===== src/rtl/alu_sequencer.sv =====
// Multi-cycle ALU bus controller: latches a command, loads operands from an
// internal register file, captures the ALU result and writes it back, chaining passes.
module alu_sequencer #(
    parameter int WIDTH = 16,
    parameter int REGS  = 8,
    localparam int AW   = (REGS > 1) ? $clog2(REGS) : 1
) (
    input  logic                    clk,
    input  logic                    rst,
    input  logic                    cmdValid,
    output logic                    cmdReady,
    input  logic [3:0]              cmdFunc,
    input  logic [AW-1:0]           cmdDst,
    input  logic [AW-1:0]           cmdSrcA,
    input  logic [AW-1:0]           cmdSrcB,
    input  logic                    cmdUseImm,
    input  logic signed [WIDTH-1:0] cmdImm,
    input  logic [3:0]              cmdCount,
    input  logic                    wrEn,
    input  logic [AW-1:0]           wrAddr,
    input  logic [WIDTH-1:0]        wrData,
    input  logic [AW-1:0]           rdAddr,
    output logic [WIDTH-1:0]        rdData,
    output logic [3:0]              aluFunc,
    output logic signed [WIDTH-1:0] busA,
    output logic signed [WIDTH-1:0] busB,
    output logic                    aluEn,
    input  logic signed [WIDTH-1:0] busD,
    output logic                    doneValid,
    output logic [WIDTH-1:0]        result,
    output logic                    zero,
    output logic                    neg
);

    typedef enum logic [2:0] {
        S_IDLE,
        S_LOAD,
        S_EXEC,
        S_WRITE,
        S_DONE
    } state_t;

    state_t r_state;
    state_t w_state_next;

    logic [3:0]              r_func;
    logic [AW-1:0]           r_dst;
    logic [AW-1:0]           r_src_a;
    logic [AW-1:0]           r_src_b;
    logic                    r_use_imm;
    logic [WIDTH-1:0]        r_imm;
    logic [3:0]              r_remain;
    logic [REGS-1:0][WIDTH-1:0] w_regs;
    logic                    w_accept;
    logic                    w_seq_wr;

    assign w_accept = (r_state == S_IDLE) && cmdValid;
    assign w_seq_wr = (r_state == S_WRITE);

    always_ff @(posedge clk or posedge rst) begin
        if (rst) begin
            r_state <= S_IDLE;
        end else begin
            r_state <= w_state_next;
        end
    end

    always_comb begin
        w_state_next = r_state;
        cmdReady     = 1'b0;
        doneValid    = 1'b0;
        case (r_state)
            S_IDLE: begin
                cmdReady = 1'b1;
                if (cmdValid) begin
                    w_state_next = S_LOAD;
                end
            end
            S_LOAD:  w_state_next = S_EXEC;
            S_EXEC:  w_state_next = S_WRITE;
            S_WRITE: w_state_next = (r_remain != 4'd0) ? S_EXEC : S_DONE;
            S_DONE: begin
                doneValid    = 1'b1;
                w_state_next = S_IDLE;
            end
            default: w_state_next = S_IDLE;
        endcase
    end

    always_ff @(posedge clk or posedge rst) begin
        if (rst) begin
            r_func    <= '0;
            r_dst     <= '0;
            r_src_a   <= '0;
            r_src_b   <= '0;
            r_use_imm <= 1'b0;
            r_imm     <= '0;
            r_remain  <= '0;
            aluFunc   <= '0;
            busA      <= '0;
            busB      <= '0;
            aluEn     <= 1'b0;
            result    <= '0;
            zero      <= 1'b0;
            neg       <= 1'b0;
        end else begin
            case (r_state)
                S_IDLE: begin
                    if (w_accept) begin
                        r_func    <= cmdFunc;
                        r_dst     <= cmdDst;
                        r_src_a   <= cmdSrcA;
                        r_src_b   <= cmdSrcB;
                        r_use_imm <= cmdUseImm;
                        r_imm     <= cmdImm;
                        r_remain  <= cmdCount;
                    end
                end
                S_LOAD: begin
                    busA    <= w_regs[r_src_a];
                    busB    <= r_use_imm ? r_imm : w_regs[r_src_b];
                    aluFunc <= r_func;
                    aluEn   <= 1'b1;
                end
                S_EXEC: begin
                    result <= busD;
                end
                S_WRITE: begin
                    zero <= (result == '0);
                    neg  <= result[WIDTH-1];
                    // A chained pass feeds the previous result back as operand A.
                    if (r_remain != 4'd0) begin
                        r_remain <= r_remain - 4'd1;
                        busA     <= result;
                    end
                end
                S_DONE: begin
                    aluEn <= 1'b0;
                end
                default: ;
            endcase
        end
    end

    // Write-back takes priority over a host write to the same register.
    genvar gi;
    generate
        for (gi = 0; gi < REGS; gi++) begin : g_reg
            logic [WIDTH-1:0] r_q;
            always_ff @(posedge clk or posedge rst) begin
                if (rst) begin
                    r_q <= '0;
                end else if (w_seq_wr && (r_dst == AW'(gi))) begin
                    r_q <= result;
                end else if (wrEn && (wrAddr == AW'(gi))) begin
                    r_q <= wrData;
                end
            end
            assign w_regs[gi] = r_q;
        end
    endgenerate

    assign rdData = w_regs[rdAddr];

endmodule


===== config.mk =====
export PLATFORM = sky130hd
export DESIGN_NAME = alu_sequencer
export DESIGN_NICKNAME = d
export VERILOG_FILES = /design/src/rtl/alu_sequencer.sv
export SDC_FILE = /design/constraint.sdc
export NUM_CORES = 1
export LEC_CHECK = 0
export ABC_AREA = 1
export CAP_MARGIN = 20
export CORE_MARGIN = 2
export CORE_UTILIZATION = 42
export CTS_BUF_LIST = sky130_fd_sc_hd__clkbuf_8 sky130_fd_sc_hd__clkbuf_16
export CTS_CLUSTER_DIAMETER = 150
export CTS_CLUSTER_SIZE = 20
export DETAILED_ROUTE_END_ITERATION = 6
export SETUP_SLACK_MARGIN = 0.4
export SKIP_CTS_REPAIR_TIMING = 1
export SLEW_MARGIN = 20
export SYNTH_ARGS = -nofsm -noshare
export SYNTH_HDL_FRONTEND = slang
export SYNTH_SLANG_ARGS = --single-unit
export TNS_END_PERCENT = 50

===== constraint.sdc =====
create_clock -name clk -period 7.8 [get_ports clk]
set_clock_uncertainty 0.15 [all_clocks]
set_input_delay 1.95 -clock clk [delete_from_list [all_inputs] [get_ports clk]]
set_output_delay 1.95 -clock clk [all_outputs]
set_load 0.03 [all_outputs]

==> results of run 1 <==
-- cells by family after synthesis --
| family | count (synthesis) | share of synthesized area [%] |
|---|---|---|
| and+or+nand+nor | 903 | 30.4 |
| muxes | 10 | 0.862 |
| AOI/OAI and AO/OA | 371 | 17.4 |
| adders and majority gates | 2 | 0.192 |
| xor gates and xnor gates | 1 | 0.0671 |
| DFF | 220 | 42.1 |
| buffers and inverters | 301 | 8.93 |
-- layout by cell type, fill, tap and decap left out, drive strengths merged, types with 2 or more instances in the layout --
cell,Yosys,routed
buf,42,30
o211ai,69,69
clkinv,18,18
nand2,406,406
nor2,73,73
clkdlybuf4s50,0,147
nand4,5,5
inv,129,130
dfrtp,220,220
a21oi,131,131
o21ai,102,102
nor3,3,3
nor4,2,2
ha,2,2
or2,7,7
o21a,7,7
mux2,10,10
nand3,406,406
clkbuf,112,15
o221ai,60,60
-- area by class of cell --
class,count,area [um2],share of cell area (%)
clock buffers,15,375,2.49
clock inverters,2,7.51,0.0498
inverters,147,556,3.69
multi-input cells,1287,6400,42.5
flip-flops and latches,220,5510,36.6
well taps,396,495,3.29
repair buffers,177,1730,11.5
-- worst min-delay path, delay by kind of cell (launching register included) --
| kind | cells | cell delay [ps] |
|---|---|---|
| flip-flops | 1 | 350 |
| AND/OR/NAND/NOR | 2 | 100 |
-- worst paths after layout --
path                             from               end  slack (ps)  cells after the start
max                         rdAddr[1]        rdData[13]         900                      7
min reg2reg                aluFunc[0]        aluFunc[0]         330                      2
min                        aluFunc[0]        aluFunc[0]         330                      2
max reg2reg                r_src_a[2]           busA[9]        4730                      5
min in group asynchronous         rst       r_remain[0]        1660                      2
max in group asynchronous         rst  g_reg[6].r_q[11]        4590                      3
-- routing by layer --
metal	GRT usage [%]	vias up	routed length, um
met1	42.8	6591	21200
met2	50.6	893	23800
met5	0	-	13
met3	7.96	174	6200
met4	16.7	2	2980
li1	-	6245	-
-- registers in the layout, summed over array words and instances (netlist names) --
register	count
g.r_q	128
busA	16
busB	16
r_imm	16
result	16
aluFunc	4
r_func	4
r_remain	4
r_dst	3
r_src_a	3
r_src_b	3
r_state	3
aluEn	1
neg	1
r_use_imm	1
zero	1
-- power by group through the flow --
stage	sequential, mW	clock, mW	combinational (mW)
after CTS	2.23	0.771	3.70
final	2.25	0.761	3.77
after detailed placement	2.25	0	3.68
after global placement	2.25	0	3.63
after floorplan	2.30	0	2.24
after global routing	2.31	0.808	4.10
-- metrics by stage --
step	instance area, um2	hold slack (ps)
floorplan	13100	294
global placement	14700	304
detailed placement	14700	314
CTS	15100	333
global route	15100	348
finish	15100	329
==> metrics.yaml, run 1 <==
status: "completed"
overflow: 0
initialDrtViolationCount: 1587
core_mm2: 0.0306
h-tree-depth: 1
worstSkewPairLatency_ps: 500
dieHeight_um: 180
cts-root-buf: "clkbuf_16"
setup.worst_path.end_class: "primary output"
critPathKind: "input pin to primary output"
clk_pin_slew_ps: 80
syn_inst: 1808
num_antenna_cells: 0
synthesis.nets: 1886
start_util_pct: 42.7
max_slew_margin_pct: 20.5
drv_cap: 0
yosys_warnings: 0
arrival_ps: 4800
synthesis.area_mm2: 0.0131
vias_per_cell: 6.20
stdcell_count: 2244
p_sw_mw: 3.47
max_freq_ghz: 0.145
grt_pass1_vias: 13370
rows: 64
die_w_um: 180
syn2layout_area_growth_pct: 15.4
cpLargestDelayFamily: "buffers and inverters"
dp_hpwl_um: 33100
total_power_mw: 6.78
slew_violations: 0
hp-class: "flip-flop to flip-flop"
grt_max_degree: 137
cts_sinks: 220
worstPathCellList: "clkdlybuf4s50_1 > inv_1 > a21oi_1 > o21ai_0 > nand3_1 > o21a_1 > clkdlybuf4s50_1"
fin_ws_ps: 896
fin_crit_ps: 6900
total_leakage_power_nw: 6.66
wire_per_inst_um: 24.1
ir_drop_uv: 226
cp_slowest_stage_delay_ps: 980
comb_power_share_pct: 55.6
drtPass1Iterations: 5
globalplace.congestion: 0.921
finalHoldViolations: 0
start_kind: "input pin"
worst-path-buf-inv: 3
synth-async-reset-ratio_pct: 100
pwr-share-clk_pct: 11.2
yosys_register_bits: 220
synth.top_cell.area_share_pct: 42.1
setup_viol: 0
ys_top_cells_by_area: "dfrtp_1 (42%), nand3_1 (16%), nand2_1 (12%), a21oi_1 (5.0%), o221ai_1 (4.0%)"
nets: 1925
power_density_mw_per_mm2: 450
yosysTopAreaCell: "dfrtp_1"
tightest_slew_ps: 1190
critPathRequiredTime_ps: 5700
critPathMaxFanout: 18
cts_inserted_buffers: 14
finalSetupTns_ps: 0
dr_total_vias: 13905
antenna_left: 0
cpMaxStageDelayCell: "clkdlybuf4s50_1"
avgSynthCellArea_um2: 7.22
post-place-cells: 2227
grt_usage_pct: 32.8
io_buffers: 148
top_level_ports: 149
ys_types: 30
yosysSeqAreaShare_pct: 42.1
clk_path_buf_depth: 3
rsz0062_at_grt: "no"
p_seq_share_pct: 33.2
crit_top_cell: "clkdlybuf4s50_1"
yosysMostFrequentCell: "nand3_1"
totalWireLength_um: 54200
intPower_mw: 3.30
synthTopCellsByCount: "nand3_1 (406), nand2_1 (403), dfrtp_1 (220)"
nFillCells: 3048
grt_pass1_wl_um: 82400
cts_tree: "built"
fin_util_pct: 49.3
antenna_found_initial: 1
min_period_over_period_pct: 88.5
drc: 0
dieArea_mm2: 0.0325
swShare_pct: 51.3
synth_edf_count: 0
drive_gt1_share_pct: 4.22
synth_flop_cell: "dfrtp_1"
dp_slack_ps: 1000
Note: power is estimated with default switching activity, not from simulation.
==> run 2, diff against run 1 <==
CAP_MARGIN = unset   (was 20)
==> metrics.yaml, run 2 (synthesized netlist as in run 1, its figures left out) <==
dp_hpwl_um: 32900  # -0.60%
swShare_pct: 51.4  # +0.099 points
placed_area_mm2: 0.0147  # -0.19%
crit_top_cell: "clkdlybuf4s50_1"
cts_tree: "built"
start_util_pct: 42.7  # unchanged
drc: 0  # unchanged
fin_ws_ps: 901  # +5.19 ps
max_freq_ghz: 0.145  # about the same
cpMaxStageDelayCell: "clkdlybuf4s50_1"
total_power_mw: 6.77  # -0.18%
h-tree-depth: 1  # unchanged
die_w_um: 180  # unchanged
largest_reg_flops: 128  # unchanged
final_cell_mix: "nand3_1 (405), nand2_1 (402), dfrtp_1 (217)"
p_seq_share_pct: 33.2  # about the same
dieHeight_um: 180  # unchanged
worstPathCellList: "clkdlybuf4s50_1 > inv_1 > a21oi_1 > o21ai_0 > nand3_1 > o21a_1 > clkdlybuf4s50_1"
multiInputGateArea_mm2: 0.00640  # unchanged
drive_gt1_share_pct: 4.17  # -0.052 points
status: "completed"
hold_path_end: "aluFunc[0]"
finalHoldViolations: 0  # unchanged
slew_violations: 0  # unchanged
grt_max_degree: 137  # unchanged
final_common_cell: "nand3_1"
totalWireLength_um: 54200  # +0.10%
p_sw_mw: 3.48  # about the same
wire_per_inst_um: 24.2  # +0.15%
max_slew_margin_pct: 19.9  # -0.61 points
critPathMaxFanout: 18  # unchanged
nFillCells: 3017  # -1.0%
dp_slack_ps: 1010  # +0.490 ps
tightest_slew_ps: 1200  # +9.11 ps
seqCellArea_mm2: 0.00551  # about the same
comb_power_share_pct: 55.5  # about the same
setup.worst_path.end_class: "primary output"
start_kind: "input pin"
top_register: "g.r_q"
rsz0062_at_grt: "no"
dieArea_mm2: 0.0325  # unchanged
globalplace.congestion: 0.921  # unchanged
vias_per_cell: 6.24  # +0.68%
hp-class: "flip-flop to flip-flop"
design_area_mm2: 0.0150  # -0.19%
syn2layout_area_growth_pct: 15.1
worstSkewPairLatency_ps: 500  # about the same
grt_usage_pct: 32.7  # -0.094 points
rrSetupSlack_ps: 4270  # -460 ps
ir_drop_uv: 190  # -16%
setup_viol: 0  # unchanged
antenna_left: 0  # unchanged
finalSetupTns_ps: 0  # unchanged
grt_pass1_vias: 13303  # -0.50%
cp_slowest_stage_delay_ps: 1000  # +20 ps
antenna_found_initial: 0  # -1
initialDrtViolationCount: 1479  # -6.8%
pwr-share-clk_pct: 11.2  # about the same
intPower_mw: 3.29  # -0.39%
cts_sinks: 220  # unchanged
holdPathStages: 2  # unchanged
cts-root-buf: "clkbuf_16"
drv_cap: 0  # unchanged
io_buffers: 148  # unchanged
dr_total_vias: 13994  # +0.64%
clk_path_buf_depth: 3  # unchanged
fin_crit_ps: 6900  # -5.19 ps
top_level_ports: 149  # unchanged
core_mm2: 0.0306  # unchanged
clk_pin_slew_ps: 90  # about the same
grt_pass1_wl_um: 82000  # -0.49%
overflow: 0  # unchanged
arrival_ps: 4800  # about the same
rows: 64  # unchanged
min-delay-start: "r_func[0]"
fin_util_pct: 49.2  # -0.094 points
worst_r2r_endpoint: "busA[9]"
drtPass1Iterations: 6  # +1
critPathRequiredTime_ps: 5700  # about the same
total_leakage_power_nw: 6.65  # -0.12%
critPathKind: "input pin to primary output"
power_density_mw_per_mm2: 450  # about the same
reg2reg_depth: 5  # unchanged
min_period_over_period_pct: 88.4  # about the same
num_antenna_cells: 0  # unchanged
cts_inserted_buffers: 14  # unchanged
r2r_start: "r_src_a[2]"
nets: 1924  # -0.052%
## run 2: through the flow
step	instances	hold slack [ps]
2_1_floorplan	1808	294
5_1_grt	2243	346
6_report	2243	327
3_3_place_gp	2226	304
4_1_cts	2243	331
3_5_place_dp	2226	311
## run 2: worst max-delay path: cells and delay by family
family / cells / cell delay, ps
AND/OR/NAND/NOR: 1 / 120
AO/OA/AOI/OAI: 3 / 470
buffers and inverters: 3 / 2250
## run 2: routing by layer
metal  vias up  GRT usage (%)  wire (um)  share of wire (%)
met5         -              0          0                  0
met1      6639           43.8      21300                 39
met4         0           15.7       2720                5.0
li1       6248              -          -                  -
met3       167           8.02       6560                 12
met2       940           49.5      23600                 44
## run 2: area by class of cell
cell class | instances | area share [%]
Clock buffer | 15 | 2.50
Sequential cell | 220 | 36.6
Clock inverter | 2 | 0.0499
Inverter | 147 | 3.69
Multi-Input combinational cell | 1287 | 42.5
Tap cell | 396 | 3.29
Timing Repair Buffer | 176 | 11.3
## run 2: worst max-delay path by stage
stage / start / end / slack (ps) / cells after the start
final: rdAddr[1] / rdData[13] / 900 / 7
after global routing: rdAddr[1] / rdData[11] / 860 / 7
after CTS: rdAddr[1] / rdData[10] / 990 / 7
after detailed placement: rdAddr[1] / rdData[10] / 1010 / 7
after global placement: rdAddr[1] / rdData[10] / 1080 / 7
after floorplan: rdAddr[1] / rdData[1] / 2750 / 7
## run 2: power by group through the flow
| stage | clock network (mW) | logic [mW] | registers (mW) |
|---|---|---|---|
| 3_3_place_gp | 0 | 3.63 | 2.25 |
| 2_1_floorplan | 0 | 2.24 | 2.30 |
| 5_1_grt | 0.804 | 4.09 | 2.31 |
| 4_1_cts | 0.767 | 3.68 | 2.23 |
| 3_5_place_dp | 0 | 3.67 | 2.25 |
| 6_report | 0.761 | 3.76 | 2.25 |
==> run 3, diff against run 2 <==
ABC_AREA = unset   (was 1)
PLACE_DENSITY = 0.65   (was unset)
==> metrics.yaml, run 3 <==
stdcell_count: 1560  # -30%
nets: 1241  # -35%
totalWireLength_um: 37500  # -31%
critPathRequiredTime_ps: 5700  # about the same
clk_path_buf_depth: 3  # unchanged
rows: 64  # unchanged
clk_pin_slew_ps: 90  # about the same
finalSetupTns_ps: 0  # unchanged
synthesis.nets: 1172  # -38%
start_kind: "input pin"
synth_edf_count: 0  # unchanged
cts-root-buf: "clkbuf_16"
initialDrtViolationCount: 791  # -47%
grt_pass1_vias: 9178  # -31%
tightest_slew_ps: 954  # -247 ps
dp_hpwl_um: 22600  # -31%
num_antenna_cells: 0  # unchanged
top_register: "g.r_q"
min_period_over_period_pct: 80.7  # -7.7 points
cts_tree: "built"
status: "completed"
largest_reg_flops: 128  # unchanged
synth.top_cell.area_share_pct: 42.6  # +0.48 points
cts_inserted_buffers: 14  # unchanged
setup_viol: 0  # unchanged
max_slew_margin_pct: 36.3  # +16 points
arrival_ps: 4200  # -600 ps
critPathMaxFanout: 14  # -4
yosysMostFrequentCell: "dfrtp_1"
slew_violations: 0  # unchanged
io_buffers: 148  # unchanged
fin_crit_ps: 6300  # -602 ps
overflow: 0  # unchanged
drive_gt1_share_pct: 18.2  # +14 points
total_leakage_power_nw: 6.22  # -6.6%
top_level_ports: 149  # unchanged
cts_sinks: 220  # unchanged
hp-class: "flip-flop to flip-flop"
final_common_cell: "dfrtp_1"
h-tree-depth: 1  # unchanged
synthTopCellsByCount: "dfrtp_1 (220), mux2i_1 (161), nand2_1 (89)"
syn_inst: 1094  # -39%
antenna_found_initial: 0  # unchanged
setup.worst_path.end_class: "primary output"
power_density_mw_per_mm2: 440  # -2.3%
final_cell_mix: "dfrtp_1 (217), mux2i_1 (161), clkdlybuf4s50_1 (147)"
rsz0062_at_grt: "no"
critPathKind: "input pin to primary output"
grt_pass1_wl_um: 57300  # -30%
drc: 0  # unchanged
ir_drop_uv: 200  # +5.2%
grt_usage_pct: 23.6  # -9.1 points
drtPass1Iterations: 5  # -1
dieHeight_um: 179  # -0.55%
synth-async-reset-ratio_pct: 100  # unchanged
drv_cap: 0  # unchanged
core_mm2: 0.0304  # -0.52%
avgSynthCellArea_um2: 11.8  # +63%
dr_total_vias: 9265  # -34%
ys_types: 49  # +63%
dieArea_mm2: 0.0322  # -1.1%
yosysSeqAreaShare_pct: 42.6  # +0.48 points
post-place-cells: 1543  # -31%
antenna_left: 0  # unchanged
grt_max_degree: 127  # -7.3%
globalplace.congestion: 0.834  # -9.5%
vias_per_cell: 5.94  # -4.8%
finalHoldViolations: 0  # unchanged
yosys_warnings: 0  # unchanged
start_util_pct: 42.4  # -0.26 points
syn2layout_area_growth_pct: 16.0
max_freq_ghz: 0.159  # +9.6%
total_power_mw: 6.58  # -2.7%
die_w_um: 179  # -0.55%
worstSkewPairLatency_ps: 490  # about the same
wire_per_inst_um: 24.0  # -0.60%
yosysTopAreaCell: "dfrtp_1"
yosys_register_bits: 220  # unchanged
synth_flop_cell: "dfrtp_1"
ys_top_cells_by_area: "dfrtp_1 (43%), mux2i_1 (12%), mux4_2 (12%), mux2_2 (7.0%), mux4_1 (4.9%)"
synthesis.area_mm2: 0.0129  # -1.1%
run 3: cell count changes after synthesis, sizes merged, moves of 15 or more:
cell    delta
a211oi    +15
a21o      +16
a21oi     -65
clkbuf    -39
clkinv    -18
inv      -118
mux2      +70
mux2i    +161
mux4      +95
nand2    -317
nand3    -400
o211ai    -67
o21ai     -16
o221ai    -60
run 3: logic make-up (layout without fill, tap and decap cells):
family | after synthesis | after routing | synth area share [%]
AND/OR/NAND/NOR | 208 | 208 | 7.30
adder cells (fa/ha/maj) | 2 | 2 | 0.194
multiplexers | 336 | 336 | 36.7
buffers and inverters | 136 | 206 | 4.93
flip-flops | 220 | 220 | 42.6
XOR/XNOR | 1 | 1 | 0.0678
AO/OA/AOI/OAI | 191 | 191 | 8.16
run 3: worst max-delay path, cell delays in order:
cell and delay, ps:
buf_2 450, buf_4 350, mux4_2 530, mux2_2 280, clkdlybuf4s50_1 630
run 3: cell type report:
type	instances	area, um2
timing repair buffer	178	1710
fill	2696	15400
tap	396	495
sequential	220	5510
clock buffer	15	375
clock inverter	2	7.51
inverter	11	45.0
multi-input combinational	738	6830
run 3: path summary, 6_finish.rpt:
check / from / to / slack, ps / cells after the start
worst max-delay path: rdAddr[0] / rdData[3] / 1500 / 5
worst min-delay path: busA[14] / busA[14] / 330 / 1
worst max register to register: r_state[0] / g_reg[4].r_q[8] / 5190 / 5
worst min register to register: busA[14] / busA[14] / 330 / 1
max in group asynchronous: rst / g_reg[3].r_q[6] / 4420 / 3
min in group asynchronous: rst / aluFunc[0] / 1850 / 2
run 3: through the flow:
stage	util (%)	area (um2)	hold WS, ps	worst slack (ps)
2_1_floorplan	-	12900	327	2360
3_3_place_gp	48.0	14600	310	1540
3_5_place_dp	48.0	14600	317	1500
4_1_cts	49.2	15000	340	1490
5_1_grt	49.2	15000	361	1400
6_report	49.2	15000	333	1500
run 3: layer usage:
metal	global-route usage, %	routed length [um]
met1	33.3	16400
met2	38.2	17600
met3	3.99	2620
met4	5.81	879
met5	0	0
run 3: report_power, final:
group	total (mW)	internal (mW)	switching, mW
sequential	2.45	1.72	0.730
clock	0.743	0.345	0.398
combinational	3.39	1.75	1.64
